## src/rtl/mux_pkg.sv

```systemverilog
// Shared definitions for the registered N-channel mux and its scan pointer.
package mux_pkg;

  localparam logic MODE_DIRECT = 1'b0;
  localparam logic MODE_SCAN   = 1'b1;

  // Select/channel-index width for a given channel count (at least 1 bit).
  function automatic int unsigned sel_width(input int unsigned channels);
    return (channels < 2) ? 1 : $clog2(channels);
  endfunction

endpackage

```

## src/rtl/mux_scan_ptr.sv

```systemverilog
// Round-robin channel pointer with a per-channel dwell count for scan mode.
module mux_scan_ptr
  import mux_pkg::*;
#(
  parameter  int unsigned CHANNELS = 8,
  parameter  int unsigned DWELL    = 1,
  localparam int unsigned SEL_W    = sel_width(CHANNELS)
) (
  input  logic             clk,
  input  logic             rst,
  input  logic             clear,
  input  logic             advance,
  output logic [SEL_W-1:0] ptr
);

  localparam int unsigned CNT_W = $clog2(DWELL + 1);

  logic [CNT_W-1:0] dcnt;

  // Hold on idle; step dwell count per accepted word and wrap the pointer by compare.
  always_ff @(posedge clk) begin
    if (rst || clear) begin
      ptr  <= '0;
      dcnt <= '0;
    end else if (advance) begin
      if (dcnt == CNT_W'(DWELL - 1)) begin
        dcnt <= '0;
        ptr  <= (ptr == SEL_W'(CHANNELS - 1)) ? '0 : ptr + SEL_W'(1);
      end else begin
        dcnt <= dcnt + CNT_W'(1);
      end
    end
  end

endmodule

```

## src/rtl/mux_nch_reg.sv

```systemverilog
// Registered CHANNELS:1 word mux with valid/ready output and direct or scan selection.
module mux_nch_reg
  import mux_pkg::*;
#(
  parameter  int unsigned WIDTH    = 8,
  parameter  int unsigned CHANNELS = 8,
  parameter  int unsigned DWELL    = 1,
  localparam int unsigned SEL_W    = sel_width(CHANNELS)
) (
  input  logic                      clk,
  input  logic                      rst,
  input  logic [CHANNELS*WIDTH-1:0] din,
  input  logic [SEL_W-1:0]          sel,
  input  logic                      mode,
  input  logic                      in_valid,
  output logic                      in_ready,
  output logic [WIDTH-1:0]          dout,
  output logic [SEL_W-1:0]          out_ch,
  output logic                      out_err,
  output logic                      out_valid,
  input  logic                      out_ready
);

  logic             accept_c;
  logic [SEL_W-1:0] ptr;
  logic [SEL_W-1:0] idx_c;
  logic [WIDTH-1:0] word_c;
  logic             in_range_c;
  logic             err_c;

  // Output slot is free when empty or being drained this cycle.
  assign in_ready = !out_valid || out_ready;
  assign accept_c = in_valid && in_ready;
  assign idx_c    = (mode == MODE_SCAN) ? ptr : sel;
  assign err_c    = (mode == MODE_DIRECT) && !in_range_c;

  // Scan pointer only advances on accepted words and restarts whenever direct mode is active.
  mux_scan_ptr #(
    .CHANNELS (CHANNELS),
    .DWELL    (DWELL)
  ) u_scan_ptr (
    .clk     (clk),
    .rst     (rst),
    .clear   (mode == MODE_DIRECT),
    .advance (accept_c && (mode == MODE_SCAN)),
    .ptr     (ptr)
  );

  // Word select by match, so an index past the last channel yields zero and flags out-of-range.
  always_comb begin
    word_c     = '0;
    in_range_c = 1'b0;
    for (int k = 0; k < int'(CHANNELS); k++) begin
      if (idx_c == SEL_W'(k)) begin
        word_c     = din[k*WIDTH +: WIDTH];
        in_range_c = 1'b1;
      end
    end
  end

  // Output register: load on accept, empty when ready without a new word, hold under stall.
  always_ff @(posedge clk) begin
    if (rst) begin
      dout      <= '0;
      out_ch    <= '0;
      out_err   <= 1'b0;
      out_valid <= 1'b0;
    end else if (in_ready) begin
      if (in_valid) begin
        dout      <= word_c;
        out_ch    <= idx_c;
        out_err   <= err_c;
        out_valid <= 1'b1;
      end else begin
        out_valid <= 1'b0;
      end
    end
  end

endmodule

```

## config.mk

```make
export PLATFORM = sky130hd
export DESIGN_NAME = mux_nch_reg
export DESIGN_NICKNAME = d
export VERILOG_FILES = /design/src/rtl/mux_pkg.sv /design/src/rtl/mux_scan_ptr.sv /design/src/rtl/mux_nch_reg.sv
export SDC_FILE = /design/constraint.sdc
export NUM_CORES = 1
export LEC_CHECK = 0
export CORE_MARGIN = 2
export CORE_UTILIZATION = 39
export CTS_CLUSTER_SIZE = 12
export DETAILED_ROUTE_END_ITERATION = 10
export PLACE_DENSITY = 0.95
export SLEW_MARGIN = 20
export SYNTH_ARGS = -nofsm -noshare
export SYNTH_HDL_FRONTEND = slang
export SYNTH_SLANG_ARGS = --single-unit
```

## constraint.sdc

```tcl
create_clock -name clk -period 3.4 [get_ports clk]
set_input_delay 0.51 -clock clk [delete_from_list [all_inputs] [get_ports clk]]
set_output_delay 0.51 -clock clk [all_outputs]
set_load 0.02 [all_outputs]
```

* Word level (Yosys, flattened, before mapping)
Index checks and enable logic that the tools add are counted.
** Cells by class
- Reduce and logical (&&, ||, !) cells :: 10
- Multiplexer cells :: 20
- Bitwise logic cells :: 2
- Equal/unequal tests :: 8
- Add/sub/neg operators :: 2
** Operators by type and width (count)
- two-way mux 8 bit :: 8
- equality test 3 bit, second input constant :: 5
- two-way mux 1 bit :: 10
- equality test 3 x 2 -> 1 bit, second input constant :: 2
- two-way mux 3 bit :: 2
- AND reduction 2 bit :: 2
- adder 3 x 1 -> 3 bit, second input constant :: 1
- equality test 3 x 1 -> 1 bit, second input constant :: 1
- logical AND 1 bit :: 3
- logical NOT 3 bit :: 1
- logical NOT 1 bit :: 2
- logical OR 1 bit :: 2
- NOT 1 bit :: 2
- adder 1 bit, second input constant :: 1
** Word-level totals
- Output and inout bits :: 14
- Word-level logic and storage cells :: 48
- Register bits after elaboration :: 17
- Input port bits :: 72

* Depth between registers and ports, before layout
Gate-level depths: netlist of the first run.
- Depth in word-level cells :: 12
- Gate-level depth with buffers :: 8
- Gate-level depth less buffers :: 5

* Hierarchy
Synthesis of the first run repeated with hierarchy kept, for this count alone.
** Unflattened totals
- Cells, all modules :: 182
- Area total of the unflattened synthesis :: 1308.8 sq um
** By module, submodules not included
- mux_nch_reg :: cells an instance 170, seq. area each 260.2 sq um, area an instance 1166.1 sq um, instances 1
- mux_scan_ptr :: cells an instance 12, seq. area each 60.1 sq um, area an instance 142.6 sq um, instances 1

* Worst setup path before layout of the first run
OpenSTA, ideal clock, no wires.
- Path type :: input to register
- Start :: in mode
- End :: reg dout[4]
- Arrival :: 1.673 ns
- Setup slack :: 1.594 ns
- Cell stages on the path :: 6
- Data required time :: 3.267 ns
- Library setup time :: 0.133 ns
- Buffers on the path :: 1
- Cells stage by stage :: buf_6 > and4_4 > a31oi_2 > o21ai_0 > a2111oi_2 > nor4_1
** On the way
- Word-level cells in the longest chain between the ends :: 10
- Elaborated cells on any way between the ends :: 17
- Classes of those cells :: eq/ne: 7; mux: 9; reduce/logical: 1
** RTL lines
- start: declaration :: RTL line mux_nch_reg.sv:14 : input logic mode,
- two-way mux 3 bit * :: RTL line mux_nch_reg.sv:34 : assign idx_c = (mode == MODE_SCAN) ? ptr : sel;
- logical NOT 3 bit :: RTL line mux_nch_reg.sv:54 : if (idx_c == SEL_W'(k)) begin
- two-way mux 8 bit (7 in a row) :: RTL line mux_nch_reg.sv:54
- two-way mux 8 bit * :: RTL line mux_nch_reg.sv:54
- end signal: assignment :: RTL line mux_nch_reg.sv:70 : dout <= word_c;
- end: declaration :: RTL line mux_nch_reg.sv:17 : output logic [WIDTH-1:0] dout,
Mark *: on every way between the ends. The rest lies on a longest branch, timed or not.
A chain may end at the register's enable or synchronous reset.

* Worst setup path in the final report of the first run
Same ends and word-level chain as after synthesis.

==> flow_summary.json, run 1 <==
{
  "io_pins": 86,
  "dr.pass1.iters": 5,
  "die-height_um": 61.65,
  "routed_wirelength_um": 4434,
  "crit_required_ns": 3.56,
  "hold_ws_ns": 0.4797,
  "critPathLaunch": "mode",
  "slew_viol_final": 0,
  "switching_share_pct": 30.49,
  "multiInputGateArea_um2": 880.8,
  "die-area_mm2": 0.003801,
  "drt_iter0_markers": 129,
  "core_mm2": 0.003103,
  "final_nets": 329,
  "die_w_um": 61.65,
  "fmax_mhz": 383.5,
  "yosysWarnings": 0,
  "htreeDepth": 1,
  "cts_root_buffer": "clkbuf_4",
  "critPathMaxStageDelay_ns": 0.93,
  "num_rows": 20,
  "drc": 0,
  "ctsLongestPathBuffers": 2,
  "cts_made_buffers": 3,
  "dr_total_vias": 1671,
  "initial_core_util_pct": 41.77,
  "crit_chain": "clkdlybuf4s50_1, nor2b_1, a31oi_2, o21ai_0, a2111oi_2, nor4_1",
  "ant_nets": 0,
  "max_cap_violations": 0,
  "synth_area_mm2": 0.001296,
  "tightest_slew_ns": 0.8380,
  "n_antenna_cell": 0,
  "hold_viol_final": 0,
  "grt_pass1_vias": 1589,
  "clk_latency_ns": 0.29,
  "gp_congestion": 0.9153,
  "post_dp_cell_area_mm2": 0.002145,
  "grt_pass1_wl_um": 6975,
  "arrival_ns": 2.77,
  "cp-start-kind": "primary input",
  "grt_start_max_net_pins": 24,
  "cp_slowest_cell": "clkdlybuf4s50_1",
  "cts_tree": "built",
  "regArea_um2": 320.3,
  "synth_cell_types": 43,
  "hold_path.class": "reg -> reg",
  "antenna_found_initial": 0,
  "p_clk_share_pct": 22.3,
  "rr_startpoint": "u_scan_ptr.ptr[1]",
  "setup_viol": 0,
  "ctsResizeCount": 0,
  "avgSynthCellArea_um2": 7.407,
  "drive_above_1_share_pct": 5.512,
  "cp_max_fo": 17,
  "seqPwrFrac_pct": 36.5,
  "ys_seq_elements": 16,
  "ir_worst_vdd_uv": 168.0,
  "synth_nets": 249,
  "min_period_ns": 2.608,
  "io_buffers": 85,
  "cts_sinks": 16,
  "fill_cells": 273,
  "r2r_slack_ns": 1.48,
  "postCtsSetupBuffers": 0,
  "area.growth.synth_to_final_pct": 68.24,
  "path_clk_slew_ns": 0.10,
  "tns_ns": 0,
  "hold_buffers": 0,
  "combPwrFrac_pct": 41.2,
  "cp-end-kind": "register",
  "finalClockSkew_ns": 0.001063,
  "p_int_w": 0.0003976,
  "crit_type": "in -> reg",
  "final_cell_mix": "85 x clkdlybuf4s50_1, 22 x a21oi_1, 19 x nor2_1",
  "final_common_cell": "clkdlybuf4s50_1",
  "rsz0062_at_grt": "no",
  "cellPowerDensity_mw_per_mm2": 262.3,
  "grt_usage_pct": 24.66,
  "viasPerCell": 5.607,
  "gr-total-overflow": 0,
  "p_leak_nw": 0.7928,
  "finalCritPeriodShare_pct": 76.70,
  "max-slew-margin-rel_pct": 44.13,
  "ys_seq_area_share_pct": 24.71,
  "outcome": "finished clean",
  "holdCritStartpoint": "out_err",
  "wire_per_inst_um": 14.88,
  "dp_hpwl_um": 3352,
  "syn_inst": 175,
  "fin_area_mm2": 0.002181,
  "switching_power_w": 0.0001744
}
power by group through the flow:
stage	Sequential (W)	Clock, W	Combinational (W)
2_1_floorplan	0.000225	0	0.0000943
3_3_place_gp	0.000212	0	0.000229
3_5_place_dp	0.000213	0	0.000233
4_1_cts	0.000209	0.000132	0.000234
5_1_grt	0.000210	0.000141	0.000254
6_report	0.000209	0.000128	0.000236
final cells by class:
cell class | count | share of cell area (%)
sequential | 16 | 14.69
timing repair buffer | 85 | 39.01
multi-input combinational | 139 | 40.39
inverter | 10 | 1.721
clock buffer | 4 | 1.664
tap | 44 | 2.524
flip-flops by register name (all words and copies together), names as in the netlist:
signal          cells
u_scan_ptr.ptr      3
out_err             1
out_valid           1
out_ch              3
dout                8
per-stage QoR:
stage | total power (W) | worst slack (ns) | util (%) | instances
after detailed placement | 0.0004455 | 0.5182 | 69.11 | 294
after global routing | 0.0006055 | 0.5652 | 70.28 | 298
final | 0.0005720 | 0.7924 | 70.28 | 298
after global placement | 0.0004413 | 0.5886 | 69.11 | 294
after floorplan | 0.0003196 | 1.594 | - | 175
after CTS | 0.0005749 | 0.8198 | 70.28 | 298
kinds of logic (layout without fill, tap and decap cells):
| kind of cell | count (synthesis) | count (layout) | share of synthesized area [%] |
|---|---|---|---|
| simple gates | 59 | 59 | 22.49 |
| mux | 11 | 11 | 10.33 |
| buf+inv | 20 | 99 | 7.336 |
| fa+ha+maj | 2 | 2 | 1.930 |
| compound gates | 67 | 67 | 33.20 |
| flops | 16 | 16 | 24.71 |
critical path, delay by kind of cell:
family / cells / cell delay, ns
AND/OR/NAND/NOR: 2 / 0.25
AO/OA/AOI/OAI: 3 / 1.06
buffers and inverters: 1 / 0.93
routing by layer:
metal	routed length, um	vias to the layer above	track usage, %
met5	0	-	0
met4	40	0	8.511
met3	350	4	5.042
met2	2221	87	43.01
met1	1821	767	29.92
li1	-	813	-
cells in the mapped netlist:
| master | number | area share (%) |
|---|---|---|
| a21oi_1 | 22 | 8.5 |
| nor2_1 | 19 | 5.5 |
| dfxtp_1 | 16 | 25 |
| nand2_1 | 14 | 4.1 |
| o21ai_0 | 14 | 5.4 |
| inv_1 | 10 | 2.9 |
| nor3_1 | 7 | 2.7 |
| o22ai_1 | 7 | 3.4 |
| mux2i_1 | 6 | 4.6 |
| or3_1 | 5 | 2.4 |
| a222oi_1 | 4 | 3.1 |
| buf_2 | 4 | 1.5 |
| a211oi_1 | 3 | 1.7 |
| a22oi_1 | 3 | 1.7 |
| clkbuf_1 | 3 | 0.87 |
| nand2b_1 | 3 | 1.4 |
| nand3_1 | 3 | 1.2 |
| a31oi_1 | 2 | 0.97 |
| buf_6 | 2 | 1.7 |
| ha_1 | 2 | 1.9 |
| mux2_2 | 2 | 1.7 |
| nor4_1 | 2 | 0.97 |
| o211ai_1 | 2 | 1.2 |
| a2111oi_2 | 1 | 1.2 |
| a21o_1 | 1 | 0.58 |
| a311o_1 | 1 | 0.77 |
| a31oi_2 | 1 | 0.97 |
| a32oi_1 | 1 | 0.68 |
| and2_1 | 1 | 0.48 |
| and4_4 | 1 | 0.87 |
| buf_1 | 1 | 0.29 |
| mux2_4 | 1 | 1.2 |
| mux2i_2 | 1 | 1.1 |
| mux2i_4 | 1 | 1.7 |
| nand3b_1 | 1 | 0.58 |
| nor2b_1 | 1 | 0.48 |
| nor3_4 | 1 | 1.3 |
| nor3b_1 | 1 | 0.58 |
| o21a_1 | 1 | 0.58 |
| o21ai_1 | 1 | 0.39 |
| o21ai_2 | 1 | 0.68 |
| o22a_1 | 1 | 0.68 |
| o32a_1 | 1 | 0.77 |
worst paths after layout:
kind | depth (start not counted) | to
worst max-delay path | 6 | dout[4]
worst min-delay path | 1 | out_err
worst max register to register | 5 | dout[4]
worst min register to register | 1 | out_err
No activity file was read; power rests on OpenSTA's default activity.
==> inputs of run 2 (changes only) <==
- CORE_UTILIZATION: 39 -> 36
- PLACE_DENSITY: 0.95 -> 0.91
- clock period: 3.4 -> 2.6 ns (I/O delays scaled with it)
==> run 2 against run 1 <==
Power is 27% higher. First-iteration DRC count is 15% higher. Clock power is 5% higher. Final cell count is 3.4% higher. Critical path depth is 1 higher. Setup slack worse by 0.37 ns. Global-route usage is 2.7 points lower. Clock skew is 0.0078 ns higher.
==> flow_summary.json, run 2 (synthesized netlist as in run 1, its figures left out) <==
{
  "cp-end-kind": "register",
  "largest_reg_flops": 8,
  "ant_nets": 0,
  "ir_worst_vdd_uv": 224.5,
  "drt_iter0_markers": 148,
  "reg2reg_depth": 5,
  "wire_per_inst_um": 14.57,
  "rr_startpoint": "u_scan_ptr.ptr[1]",
  "io_buffers": 85,
  "rsz0062_at_grt": "no",
  "die-height_um": 64.01,
  "gr-total-overflow": 0,
  "max_cap_violations": 0,
  "final_cell_mix": "85 x clkdlybuf4s50_1, 22 x a21oi_1, 19 x nor2_1",
  "final_common_cell": "clkdlybuf4s50_1",
  "antenna_found_initial": 0,
  "top_register": "dout",
  "io_pins": 86,
  "finalClockSkew_ns": 0.008908,
  "routed_wirelength_um": 4488,
  "setup_slack_ns": 0.4230,
  "die_w_um": 64.01,
  "holdCritStartpoint": "out_err",
  "die-area_mm2": 0.004097,
  "cts_sinks": 16,
  "dp_hpwl_um": 3477,
  "holdPathEnd": "out_err",
  "worstReg2RegEnd": "dout[6]",
  "ctsResizeCount": 0,
  "hold_buffers": 0,
  "slew_viol_final": 0,
  "arrival_ns": 2.40,
  "max-slew-margin-rel_pct": 63.99,
  "ctsLongestPathBuffers": 2,
  "viasPerCell": 5.516,
  "path_clk_slew_ns": 0.10,
  "cts_made_buffers": 3,
  "core_mm2": 0.003390,
  "cts_root_buffer": "clkbuf_4",
  "dr.pass1.iters": 4,
  "dr_total_vias": 1699,
  "drive_above_1_share_pct": 8.397,
  "tns_ns": 0,
  "htreeDepth": 1,
  "grt_pass1_vias": 1655,
  "hold_viol_final": 0,
  "cp-start-kind": "primary input",
  "r2r_slack_ns": 0.76,
  "num_rows": 21,
  "crit_type": "in -> reg",
  "drc": 0,
  "reg_top3": "dout x8, out_ch x3, u_scan_ptr.ptr x3",
  "area.growth.synth_to_final_pct": 72.59,
  "critPathLaunch": "mode",
  "gp_congestion": 0.8957,
  "cp_max_fo": 15,
  "outcome": "finished clean",
  "fmax_mhz": 459.3,
  "setup_viol": 0,
  "hold_depth": 1,
  "tightest_slew_ns": 0.5384,
  "final_nets": 338,
  "n_antenna_cell": 0,
  "grt_pass1_wl_um": 7182,
  "finalCritPeriodShare_pct": 83.73,
  "p_leak_nw": 0.8280,
  "cts_tree": "built",
  "grt_usage_pct": 22.00,
  "hold_path.class": "reg -> reg",
  "grt_start_max_net_pins": 24,
  "place_ws_ns": 0.1288,
  "min_period_ns": 2.177,
  "cellPowerDensity_mw_per_mm2": 324.5,
  "initial_core_util_pct": 38.24,
  "crit_required_ns": 2.82,
  "postCtsSetupBuffers": 0,
  "clk_latency_ns": 0.30
}
run 2: changes by cell type in the layout (fill, tap and decap cells not counted):
cell / before / now
clkbuf_8: 1 / 0
buf_4: 0 / 9
run 2: report_power, final:
group / total, W / internal, W / switching [W] / leakage [nW]
combinational: 0.000320 / 0.000183 / 0.000137 / 0.683
clock: 0.000134 / 0.0000540 / 0.0000797 / 0.0138
sequential: 0.000273 / 0.000261 / 0.0000118 / 0.131
run 2: layout make-up:
class	instances	area, um^2
fillers	287	1152
multi-input cells	139	880.8
inverters	10	37.54
repair buffers	94	918.4
well taps	46	57.56
flip-flops and latches	16	320.3
clock buffers	3	22.52
run 2: worst max-delay path by stage:
stage	endpoint
detailed placement	dout[3]
global route	dout[2]
global placement	dout[5]
finish	dout[3]
floorplan	dout[4]
CTS	dout[3]
run 2: layer usage:
metal	part of all wire (%)	track usage, %	wire, um	vias to the layer above
li1	-	-	-	827
met1	41	26.74	1843	754
met2	48	37.76	2172	108
met3	8.8	5.282	396	10
met4	1.7	7.337	77	0
met5	0	0	0	-
run 2: metrics by stage:
stage | cell area (um^2) | utilization (%) | std cells | power [W] | hold WS (ns)
after floorplan | 1296 | - | 175 | 0.0004179 | 0.5065
after CTS | 2237 | 66.00 | 308 | 0.0007256 | 0.4825
after global routing | 2237 | 66.00 | 308 | 0.0007658 | 0.5106
after global placement | 2215 | 65.34 | 305 | 0.0005895 | 0.4645
final | 2237 | 66.00 | 308 | 0.0007260 | 0.4773
after detailed placement | 2215 | 65.34 | 305 | 0.0005937 | 0.4693
run 2: worst max-delay path: stages:
cell             delay, ns
clkdlybuf4s50_1       0.61
buf_4                 0.26
mux2_4                0.40
nor3_4                0.23
nand2_1               0.08
a311o_1               0.31
a31oi_1               0.12
